===== config.mk =====
export PLATFORM = sky130hd
export DESIGN_NAME = pic_rw_ctrl_sync
export DESIGN_NICKNAME = d
export VERILOG_FILES = /design/src/rtl/pic_rw_ctrl_sync.sv
export SDC_FILE = /design/constraint.sdc
export NUM_CORES = 1
export LEC_CHECK = 0
export ABC_AREA = 1
export BUFFER_PORTS_ARGS = -buffer_cell sky130_fd_sc_hd__buf_2
export CAP_MARGIN = 10
export CELL_PAD_IN_SITES_DETAIL_PLACEMENT = 2
export CELL_PAD_IN_SITES_GLOBAL_PLACEMENT = 2
export CORE_UTILIZATION = 21
export CTS_BUF_LIST = sky130_fd_sc_hd__clkbuf_2
export CTS_CLUSTER_DIAMETER = 120
export DETAILED_ROUTE_END_ITERATION = 10
export HOLD_SLACK_MARGIN = 0.05
export PLACE_DENSITY = 0.75
export SLEW_MARGIN = 20
export SYNTH_ARGS = -nofsm -noshare
export SYNTH_HDL_FRONTEND = slang
export SYNTH_SLANG_ARGS = --single-unit

===== constraint.sdc =====
create_clock -name clk -period 1.25 [get_ports clk]
set_input_delay 0.1875 -clock clk [delete_from_list [all_inputs] [get_ports clk]]
set_output_delay 0.1875 -clock clk [all_outputs]
set_load 0.01 [all_outputs]

===== src/rtl/pic_rw_ctrl_sync.sv =====
// Clocked read/write control unit of an 8259-style PIC: sequences ICW1..ICW4,
// decodes OCW1..OCW3, emits registered one-cycle command strobes and drives the read bus.
module pic_rw_ctrl_sync #(
    parameter int IRQ_W      = 8,
    parameter bit CASCADE_EN = 1'b1,
    parameter bit ICW4_EN    = 1'b1
) (
    input  logic             clk,
    input  logic             rst,
    input  logic             cs_n,
    input  logic             rd_n,
    input  logic             wr_n,
    input  logic             a0,
    input  logic [7:0]       din,
    input  logic [IRQ_W-1:0] irr,
    input  logic [IRQ_W-1:0] isr,
    input  logic [IRQ_W-1:0] imr,
    input  logic [7:0]       poll_word,
    output logic [7:0]       dout,
    output logic             read,
    output logic [7:0]       data_out,
    output logic [3:0]       icw_stb,
    output logic [2:0]       ocw_stb,
    output logic             init_done,
    output logic             poll_ack
);

    typedef enum logic [2:0] {W_ICW1, W_ICW2, W_ICW3, W_ICW4, READY} state_t;

    state_t     state, state_n;
    logic       need3, need3_n, need4, need4_n;
    logic [3:0] icw_n;
    logic [2:0] ocw_n;
    logic       done_n;
    logic       wr_act, wr_act_q, accept, load;
    logic       read_q, rd_a0_q, poll_take;
    logic       rsel, poll_arm;

    assign wr_act = ~cs_n & ~wr_n;
    assign accept = wr_act & ~wr_act_q;
    assign read   = ~rd_n & ~cs_n & wr_n;
    assign load   = (|icw_n) | (|ocw_n);
    // A write strobe that ends a read is a write, not a poll acknowledge.
    assign poll_take = read_q & ~read & poll_arm & ~rd_a0_q & ~wr_act;

    // NOTE: every output of this block gets a default first, so no path leaves one unassigned and no latch is inferred.
    always_comb begin
        state_n = state;
        need3_n = need3;
        need4_n = need4;
        icw_n   = 4'b0000;
        ocw_n   = 3'b000;
        done_n  = init_done;
        if (accept) begin
            if (!a0 && din[4]) begin
                // ICW1 restarts initialisation from any state, including READY.
                need3_n = CASCADE_EN & ~din[1];
                need4_n = ICW4_EN & din[0];
                icw_n   = 4'b0001;
                done_n  = 1'b0;
                state_n = W_ICW2;
            end else begin
                unique case (state)
                    W_ICW2: if (a0) begin
                        icw_n   = 4'b0010;
                        state_n = need3 ? W_ICW3 : (need4 ? W_ICW4 : READY);
                    end
                    W_ICW3: if (a0) begin
                        icw_n   = 4'b0100;
                        state_n = need4 ? W_ICW4 : READY;
                    end
                    W_ICW4: if (a0) begin
                        icw_n   = 4'b1000;
                        state_n = READY;
                    end
                    READY: begin
                        if (a0)                            ocw_n = 3'b001;
                        else if (din[4:3] == 2'b00)        ocw_n = 3'b010;
                        else if (din[4:3] == 2'b01 && !din[7]) ocw_n = 3'b100;
                    end
                    default: ;
                endcase
                if (state_n == READY && state != READY) done_n = 1'b1;
            end
        end
    end

    // NOTE: sequential state uses non-blocking assignments so every register samples pre-edge values.
    always_ff @(posedge clk) begin
        if (rst) begin
            state     <= W_ICW1;
            need3     <= 1'b0;
            need4     <= 1'b0;
            data_out  <= 8'h00;
            icw_stb   <= 4'b0000;
            ocw_stb   <= 3'b000;
            init_done <= 1'b0;
            poll_ack  <= 1'b0;
            rsel      <= 1'b0;
            poll_arm  <= 1'b0;
            wr_act_q  <= 1'b0;
            read_q    <= 1'b0;
            rd_a0_q   <= 1'b0;
        end else begin
            state     <= state_n;
            need3     <= need3_n;
            need4     <= need4_n;
            icw_stb   <= icw_n;
            ocw_stb   <= ocw_n;
            init_done <= done_n;
            poll_ack  <= poll_take;
            wr_act_q  <= wr_act;
            read_q    <= read;
            if (read) rd_a0_q  <= a0;
            if (load) data_out <= din;
            if (ocw_n[2]) begin
                if (din[1]) rsel     <= din[0];
                if (din[2]) poll_arm <= 1'b1;
            end else if (poll_take) begin
                poll_arm <= 1'b0;
            end
        end
    end

    always_comb begin
        dout = 8'h00;
        if (read) begin
            if (a0)            dout = 8'(imr);
            else if (poll_arm) dout = poll_word;
            else if (rsel)     dout = 8'(isr);
            else               dout = 8'(irr);
        end
    end

endmodule


### After elaboration in Yosys (flattened, before gate mapping)

Index checks and enable logic that the tools add are counted.

* flip-flop bits (word level): 27
* input bits: 46
* output and inout port bits: 26

* equality and inequality tests: 8
* muxes and demuxes: 30
* bitwise logic cells: 17
* reductions and logical operators: 14

Operators by type and width (number)
* $mux W3: 15
* $mux W8: 4
* $mux W4: 3
* $pmux W4 S3: 1
* $pmux W3 S3: 1
* $and A1 B1 Y1: 8
* $not A1 Y1: 8
* $reduce_and A2 Y1: 4
* $eq A3 B2 Y1 const B: 2
* $eq A3 B3 Y1 const B: 2
* $mux W1: 5
* $reduce_bool A2 Y1: 2
* $reduce_or A4 Y1: 1
* $eq A3 B1 Y1 const B: 1
* $logic_and A1 B1 Y1: 3
* $ne A3 B3 Y1 const B: 1
* $reduce_or A3 Y1: 1
* $eq A2 B1 Y1 const B: 1
* $logic_not A1 Y1: 2
* $logic_not A2 Y1: 1
* $mux W2: 1
* $ne A2 B2 Y1 const B: 1
* $or A1 B1 Y1: 1

### Logic depth before layout (Yosys ltp)

* depth in word-level cells: 10
* mapped depth: 10
* gate-level depth less buffers: 10

### Worst setup path after synthesis

Ideal clock, no wire load.

* path type: register -> register
* from: register state[1]
* to: register data_out[0]
* library setup time: 113 ps
* arrival time: 1108 ps
* setup slack: 29 ps
* cell stages (with the launch flop): 11
* path buffers: 1
* period minus slack after synthesis: 1221 ps
* cell sequence: dfxtp_1 buf_2 inv_1 nand3_2 nand2_1 nand2_1 nand2_2 inv_2 nand3_1 nand2_1 nor2_1

* longest elaborated chain between the ends: 6
* elaborated cells between the ends (all ways): 13
* those cells by class: 4 x eq/ne; 6 x mux; 1 x bitwise; 2 x reduce/logical

RTL lines
* from (decl): line 30 `state_t state, state_n;`
* from (signal assigned): line 105 `state <= state_n;`
* $eq A3 B2 Y1 (tied with other cells): line 63 `unique case (state)`
* $pmux W4 S3 / $mux W3 (equally long branches): line 63
* $mux W4 / $mux W3 (equally long branches): line 55 `if (!a0 && din[4]) begin`
* $mux W4 / $mux W3 (equally long branches): line 54 `if (accept) begin`
* $reduce_or A4 Y1 / $reduce_or A3 Y1 (equally long branches): line 42 `assign load = (|icw_n) | (|ocw_n);`
* $or A1 B1 Y1 *: line 42
* to (signal assigned): line 115 `if (load) data_out <= din;`
* to (decl): line 21 `output logic [7:0] data_out,`

Every way passes the cells marked *; elsewhere a longest branch is shown, timed or not.
A chain may end at the register's enable or synchronous reset.

### Final worst setup path

* from: register rsel
* to: output dout[3]

* longest elaborated chain between the ends: 4

RTL lines
* from (decl): line 37 `logic rsel, poll_arm;`
* from (signal assigned): line 117 `if (din[1]) rsel <= din[0];`
* $mux W8: line 130 `else if (rsel) dout = 8'(isr);`
* $mux W8: line 129 `else if (poll_arm) dout = poll_word;`
* $mux W8: line 128 `if (a0) dout = 8'(imr);`
* $mux W8: line 127 `if (read) begin`
* to (decl): line 19 `output logic [7:0] dout,`

No other way between the ends.

==> flow_summary.yaml <==
yosys:
  syn_inst: 233
  synth_simple_gate_area_share: 0.393
  synth_most_common_cell: "nand2_1"
  synth_commonest_cells: "55 x nand2_1, 41 x nor2_1, 27 x dfxtp_1, 26 x inv_1, 21 x nand3_1"
  yosys.area_share.xor_xnor: 0
  synthAdderAreaFrac: 0
  synth_top_area_frac: 0.366
  synth_top_area_cell: "dfxtp_1"
  ys_seq_elements: 27
  ys_warn_count: 0
  ys_async_sr_fraction: 0
  muxShareOfSynthArea: 0
  synth-compound-area-share: 0.131
  synth_area_um2: 1480
  syn_avg_cell_area_um2: 6.34
  synth.yosys.seq_area_share: 0.366
  synth_area_leaders: "dfxtp_1 37%, nand2_1 14%, nor2_1 10%"
  synth_cell_types: 25
  synth_ff_type: "dfxtp_1"
  synth-edff-count: 0
  syn_nets: 279
  synth_top_family_by_area: "simple AND/OR/NAND/NOR gates"
final_layout:
  area.growth.synth_to_final_pct: 80.9
  diodes: 0
  drive_above_1_share: 0.551
  design_area_um2: 2670
  nets: 392
  fin_cells: 441
  fillers: 799
clock_network:
  cts_tree: "yes"
  cts.sinks: 27
  clk_latency_ns: 0.40
  htree_levels: 1
  cts_max_path_buffers: 2
  root_buffer: "clkbuf_2"
  numCtsBuffers: 3
  path_clk_slew_ns: 0.30
floorplan:
  die_x_um: 85.9
  core_area_um2: 6790
  rows: 30
  ioPinCount: 72
  start_util: 0.217
  die_y_um: 85.9
  die_area_um2: 7380
worst_setup_path:
  rrSetupSlack_ns: -0.04
  r2r-start: "state[1]$_SDFFE_PP0P_"
  r2r_cells: 8
  startpoint_type: "flop"
  worstSetupPathType: "reg -> out"
  cp_max_fo: 8
  cp-startpoint: "rsel$_SDFFE_PP0P_"
  worstSetupEndpoint: "dout[3]"
  r2r_end: "data_out[5]$_SDFFE_PP0P_"
  crit_path_end_kind: "output pin"
  cp.arrival_ns: 1.45
  required_ns: 1.06
placed_design:
  port_buffers: 71
  dp.cells: 418
  gp_congestion: 0.815
  place_area_um2: 2130
  dp_hpwl_mm: 4.66
sta:
  layout_setup_ws_ns: -0.387
  timing.final.crit_period_ns: 1.64
  tightest_slew_ns: 0.297
  setup_viol: 15
  grt_setup_unrepaired: "true"
  whs_ns: 0.126
  max_freq_ghz: 0.611
  skew_ns: 0.0183
  hold_viol_final: 0
  timing.final.max_slew_violations: 0
  slew_headroom: 0.802
  period_share: 1.31
  tns_ns: -3.09
hold_path:
  hold_class: "in -> reg"
global_route:
  track_usage: 0.167
  grt_pass1_wl_mm: 9.71
  antenna_found_initial: 0
  overflow: 0
  grt_max_degree: 19
  grt_pass1_vias: 2106
detailed_routing:
  vias: 1987
  drt-total-wl_mm: 6.84
  first_pass_iters: 3
  dr.first_iter.drc_count: 29
  post-route-drc-count: 0
  wire_per_inst_um: 15.5
  via_per_inst: 4.51
  ant_nets: 0
outcome:
  violations: "setup timing"
  status: "finished, violations left"
job:
  cap_viol_max_count: 0
power:
  leakagePower_nw: 1.38
  power.density_nw_per_um2: 632
  p_total_mw: 1.69
  ir_drop_mv: 0.308
==> timing repair <==
action / CTS / global route
resized for setup: 36 / 76
cloned: 1 / 0
endpoints found under the hold margin: 14 / 1
buffers inserted: 2 / 5
endpoints found under the setup margin: 19 / 23
pin swaps: 11 / 42
hold buffers: 11 / 1
==> how the worst min path moves through the flow <==
stage	start	end	slack, ns	cells past startpoint
floorplan	wr_n	wr_act_q$_SDFF_PP0_	0.26	1
global placement	cs_n	wr_act_q$_SDFF_PP0_	0.40	2
detailed placement	wr_n	wr_act_q$_SDFF_PP0_	0.41	2
CTS	rd_n	read_q$_SDFF_PP0_	0.07	5
global route	rd_n	read_q$_SDFF_PP0_	0.13	5
finish	rd_n	read_q$_SDFF_PP0_	0.13	5
==> cell usage in the layout (no fill, tap or decap), types with 2 or more instances in the layout <==
cell	synthesis	final
a21oi_1	11	8
a21oi_2	0	3
buf_12	0	3
buf_2	5	71
buf_4	0	23
buf_6	1	8
clkbuf_2	0	3
dfxtp_1	27	20
dfxtp_2	0	3
dfxtp_4	0	4
dlygate4sd3_1	0	11
inv_1	26	21
inv_2	2	4
inv_4	1	5
nand2_1	55	39
nand2_2	2	11
nand2_4	1	8
nand3_2	1	20
nand4_1	2	2
nor2_1	41	32
nor2_2	2	9
nor2_4	1	3
nor3_1	5	3
o21ai_0	20	11
o21ai_1	0	4
o21ai_2	0	4
o21ai_4	1	2
==> layout make-up <==
type / instances / area, um2 / area share
Sequential cell: 27 / 559 / 0.209
Tap cell: 96 / 120 / 0.0449
Timing Repair Buffer: 117 / 803 / 0.300
Multi-Input combinational cell: 167 / 1040 / 0.390
Clock buffer: 3 / 15.0 / 0.00562
Inverter: 30 / 125 / 0.0468
Clock inverter: 1 / 7.51 / 0.00281
==> flip-flops by register name, indices dropped and copies added, names as in the netlist <==
| signal | flops |
|---|---|
| icw_stb | 4 |
| rsel | 1 |
| need4 | 1 |
| state | 3 |
| read_q | 1 |
| wr_act_q | 1 |
| poll_arm | 1 |
| ocw_stb | 3 |
| rd_a0_q | 1 |
| data_out | 8 |
| init_done | 1 |
| poll_ack | 1 |
| need3 | 1 |
==> metrics by stage <==
stage / worst slack [ns] / utilization
4_1_cts: -0.431 / 0.349
5_1_grt: -0.500 / 0.394
3_5_place_dp: -0.0959 / 0.314
3_3_place_gp: -0.0577 / 0.314
2_1_floorplan: 0.0291 / -
6_report: -0.387 / 0.394
==> worst max-delay path, cell delays in order (launching register included) <==
cell	delay [ns]
dfxtp_4	0.44
buf_12	0.14
nand2_2	0.05
nand3_2	0.07
o21ai_1	0.06
a21oi_1	0.13
buf_2	0.15
==> report_power, final <==
group	leakage [nW]	internal (mW)	total [mW]	switching [mW]
Combinational	1.14	0.197	0.423	0.226
Sequential	0.223	0.879	0.893	0.0143
Clock	0.0126	0.0740	0.375	0.301
Total	1.38	1.15	1.69	0.541
==> metal layers <==
layer	wire length, um	part of all wire	track usage
met1	2670	0.39	0.181
met2	3770	0.55	0.335
met3	307	0.045	0.0221
met4	82	0.012	0.0455
met5	0	0	0
==> cell families (layout without fill, tap and decap cells) <==
family / count (synthesis) / in the layout
buffers and inverters: 39 / 151
AO/OA/AOI/OAI: 35 / 35
flip-flops: 27 / 27
AND/OR/NAND/NOR: 132 / 132
(Power assumes the default switching activity.)
